**config.mk**
```make
export PLATFORM = sky130hd
export DESIGN_NAME = grid_io_cfg_tile
export DESIGN_NICKNAME = d
export VERILOG_FILES = /design/src/rtl/grid_io_cfg_tile.sv
export SDC_FILE = /design/constraint.sdc
export NUM_CORES = 1
export LEC_CHECK = 0
export BUFFER_PORTS_ARGS = -buffer_cell sky130_fd_sc_hd__buf_2
export CORE_MARGIN = 1.5
export CORE_UTILIZATION = 50
export CTS_CLUSTER_SIZE = 14
export DETAILED_ROUTE_END_ITERATION = 6
export GPL_TIMING_DRIVEN = 0
export PLACE_DENSITY_LB_ADDON = 0.25
export REMOVE_ABC_BUFFERS = 1
export SETUP_SLACK_MARGIN = 0.15
export SYNTH_ARGS = -nofsm -noshare
export SYNTH_HDL_FRONTEND = slang
export SYNTH_SLANG_ARGS = --single-unit
```
**constraint.sdc**
```tcl
create_clock -name prog_clk -period 1.8 [get_ports prog_clk]
set_input_delay 0 -clock prog_clk [delete_from_list [all_inputs] [get_ports prog_clk]]
set_output_delay 0 -clock prog_clk [all_outputs]
set_load 0.01 [all_outputs]
```
**src/rtl/grid_io_cfg_tile.sv**
```systemverilog
// Perimeter GPIO tile with a double-buffered config chain; optional readback via GRID_IO_CFG_READBACK_EN.
// Latency: shift/commit take effect 1 prog_clk after the edge; the pad datapath is purely combinational.
// Backpressure: none; early commits are rejected and raise the sticky cfg_err flag.
module grid_io_cfg_tile #(
  parameter int NUM_IO   = 8,
  parameter int CFG_BITS = 2
) (
  input  logic              prog_clk,
  input  logic              pReset,
  input  logic              ccff_en,
  input  logic              ccff_head,
  output logic              ccff_tail,
  input  logic              cfg_commit,
  input  logic              cfg_readback,
  output logic              cfg_done,
  output logic              cfg_err,
  input  logic [NUM_IO-1:0] io_outpad,
  output logic [NUM_IO-1:0] io_inpad,
  input  logic [NUM_IO-1:0] gfpga_pad_GPIO_A2F,
  output logic [NUM_IO-1:0] gfpga_pad_GPIO_F2A,
  output logic [NUM_IO-1:0] gfpga_pad_GPIO_DIR
);

  localparam int L  = NUM_IO * CFG_BITS;
  localparam int CW = $clog2(L + 1);

  logic [L-1:0]  sr;
  logic [L-1:0]  act;
  logic [CW-1:0] cnt;

  assign ccff_tail = sr[L-1];
  assign cfg_done  = (cnt == CW'(L));

  always_ff @(posedge prog_clk) begin
    if (pReset) begin
      sr      <= '0;
      act     <= '0;
      cnt     <= '0;
      cfg_err <= 1'b0;
    end else begin
      // Commit always samples the pre-edge shadow, even while a shift is in flight.
      if (cfg_commit) begin
        if (cfg_done) act <= sr;
        else          cfg_err <= 1'b1;
      end
`ifdef GRID_IO_CFG_READBACK_EN
      if (cfg_readback) begin
        sr  <= act;
        cnt <= '0;
      end else
`endif
      begin
        if (ccff_en) sr <= {sr[L-2:0], ccff_head};
        if (cfg_commit)
          cnt <= ccff_en ? CW'(1) : '0;
        else if (ccff_en && !cfg_done)
          cnt <= cnt + CW'(1);
      end
    end
  end

`ifndef GRID_IO_CFG_READBACK_EN
  logic unused_readback;
  assign unused_readback = cfg_readback ^ (^act);
`endif

  // Subtile word: bit0 = DIR (1 = drive pad), bit1 = INV on the inbound path.
  always_comb begin
    gfpga_pad_GPIO_DIR = '0;
    gfpga_pad_GPIO_F2A = '0;
    io_inpad           = '0;
    for (int i = 0; i < NUM_IO; i++) begin
      gfpga_pad_GPIO_DIR[i] = act[i*CFG_BITS];
      gfpga_pad_GPIO_F2A[i] = act[i*CFG_BITS] & io_outpad[i];
      io_inpad[i]           = ~act[i*CFG_BITS] & (gfpga_pad_GPIO_A2F[i] ^ act[i*CFG_BITS+1]);
    end
  end

endmodule

```
==> impl_metrics.toml <==
[global_route]
grt_pass1_wl_um = 5154
grt_pass1_vias = 1181
grt_max_degree = 39
grt_overflow = 0
grt_usage_pct = 19.12
antenna_found_initial = 0

[logic_synthesis]
synthCells = 190
yosysUniqueCellTypes = 26
ys_ff_latch = 38
synthTopCellsByArea = "dfxtp_1 (45%), mux2i_1 (9.5%), nand3_1 (5.6%), nor2_1 (5.6%), a21oi_1 (5.3%)"
yosysTopAreaCellShare_pct = 45.07
async_flop_share_pct = 0
yosys-top-cells-count = "dfxtp_1 (38), nor2_1 (25), nand3_1 (19), a21oi_1 (18)"
synth_top_area_cell = "dfxtp_1"
ys_seq_area_share_pct = 45.07
synth-edff-count = 0
syn_area_mm2 = 0.001688
yosysMostFrequentCell = "dfxtp_1"
synthFlopType = "dfxtp_1"
syn_avg_cell_area_um2 = 8.884
yosys_warnings = 0

[timing]
hold_viol = 0
rsz0062_at_grt = "no"
worstMarginPinSlew_ps = 666.4
post-route-min-period_ps = 1548
finalCritPeriodShare_pct = 86.01
setup_viol = 0
final.setup.tns_ps = 0
drv_slew = 0
fin_ws_ps = 251.8
relSlewSlack_pct = 55.58
fmaxAchievable_mhz = 645.9
fin_skew_ps = 6.922

[die]
fp.dieW_um = 61.10
ioPinCount = 49
row_count = 20
initial_utilization_pct = 53.96
die_h_um = 61.10
core_area_mm2 = 0.003128
die_area_mm2 = 0.003733

[worst_setup_path]
cpLargestDelayFamily = "compound AO/OA/AOI/OAI gates"
path_buf_inv = 2
slowest_delay_ps = 360
crit_chain = "inv_1, ha_2, nand4bb_4, buf_4, a21o_1, a211oi_1"
startpoint_type = "flop"
worst-path-max-fanout = 5
cp-end-kind = "flop"
crit_arrival_ps = 1790
critPathKind = "reg2reg"
slowest_stage = "dfxtp_2"
crit_required_ps = 2040

[final_layout]
multi_input_area_um2 = 805.8
fin_area_mm2 = 0.001978
drive_gt1_share_pct = 26.75
layout.nets = 251
seq_area_um2 = 762.0
nFillCells = 287
stdcell_count = 272
antenna_cells = 0
syn2layout_area_growth_pct = 17.20

[clocking]
cts-root-buf = "clkbuf_4"
worst_skew_pair.late_latency_ps = 330
cts_made_buffers = 5
path_clk_slew_ps = 110
clk_path_buf_depth = 2
htree_levels = 2
clock-sinks = 38
cts_tree = "yes"

[power_and_ir_drop]
total_leakage_power_uw = 0.0008364
power_density_mw_per_mm2 = 771.4
power.total_uw = 1526
vdd_ir_drop_max_uv = 761.2

[drt]
drcViolationCount = 0
detail_route.wl_per_cell_um = 12.17
wl_um = 3310
drtPass1Iterations = 4
drt_iter0_markers = 32
ant_nets = 0
vias = 1391
vias_per_cell = 5.114

[placement]
place_ws_ps = 48.47
port_buffers = 47
dp_cells = 260
placed_cell_area_mm2 = 0.001856
dp_hpwl_um = 1875
place.gp.congestion = 0.7462

[worst_hold_path]
min_path_type = "in2reg"

[job]
maxCapViolations = 0

[status]
status = "finished clean"
==> worst register-to-register path, stage by stage, from the launching register on <==
cell and delay [ps]:
dfxtp_2 360, inv_1 90, ha_2 250, nand4bb_4 160, buf_4 180, a21o_1 170
a211oi_1 240
==> metal layers <==
metal  GRT usage [%]  up-vias  part of all wire [%]
li1                -      718                     -
met1           22.92      610                    43
met2           30.55       53                    47
met3           5.882       10                   7.2
met4           10.56        0                   2.9
met5               0        -                     0
==> final timing paths <==
path,from,end,slack [ps],depth (start not counted)
max reg2reg,cnt[0]$_SDFFE_PP0P_,cnt[1]$_SDFFE_PP0P_,250,6
min reg2reg,cfg_err$_SDFFE_PP0P_,cfg_err$_SDFFE_PP0P_,480,2
min,cfg_commit,act[14]$_SDFFE_PP0P_,140,3
max,cnt[0]$_SDFFE_PP0P_,cnt[1]$_SDFFE_PP0P_,250,6
==> metrics by stage <==
stage	utilization, %	hold slack [ps]
5_1_grt	63.24	151.3
2_1_floorplan	-	64.65
3_5_place_dp	59.32	240.6
3_3_place_gp	59.32	238.8
6_report	63.24	142.8
4_1_cts	63.12	131.0
==> kinds of logic after synthesis <==
family	share of synthesized area, %
AO/OA/AOI/OAI	12.08
XOR/XNOR	5.189
adder cells (fa/ha/maj)	1.482
buffers and inverters	8.302
flip-flops	45.07
multiplexers	9.488
AND/OR/NAND/NOR	18.38
==> where the power goes <==
group / internal [µW] / total, µW / switching, µW
clock network: 295 / 557 / 262
registers: 848 / 854 / 6.02
logic: 48.5 / 116 / 67.0
==> registers in the layout (all words and copies together), names as in the netlist <==
name and cells:
act 16, cfg_err 1, cnt 5, sr 16
==> area by class of cell <==
type	count	share of cell area [%]
multi-input combinational	128	40.73
sequential	38	38.52
inverter	4	1.012
clock buffer	7	2.277
timing repair buffer	50	13.16
tap	44	2.783
clock inverter	1	1.518
==> timing repair <==
| item | CTS | global route |
|---|---|---|
| buffers inserted | 2 | 0 |
| pin swaps | 0 | 0 |
| hold buffers | 1 | 0 |
| gates cloned | 1 | 0 |
| setup endpoints to repair | 2 | 8 |
| hold endpoints to repair | 1 | 0 |
| resized for setup | 1 | 2 |
==> placed cells by master (no fill, tap or decap), types with 3 or more instances in the layout <==
master / instances
and2_1: 8
nor2_1: 25
buf_2: 47
o21ai_0: 16
inv_1: 3
clkbuf_4: 5
dfxtp_1: 37
xnor2_1: 8
mux2i_1: 16
nand3_1: 19
a21oi_1: 18
(Power assumes the default switching activity.)
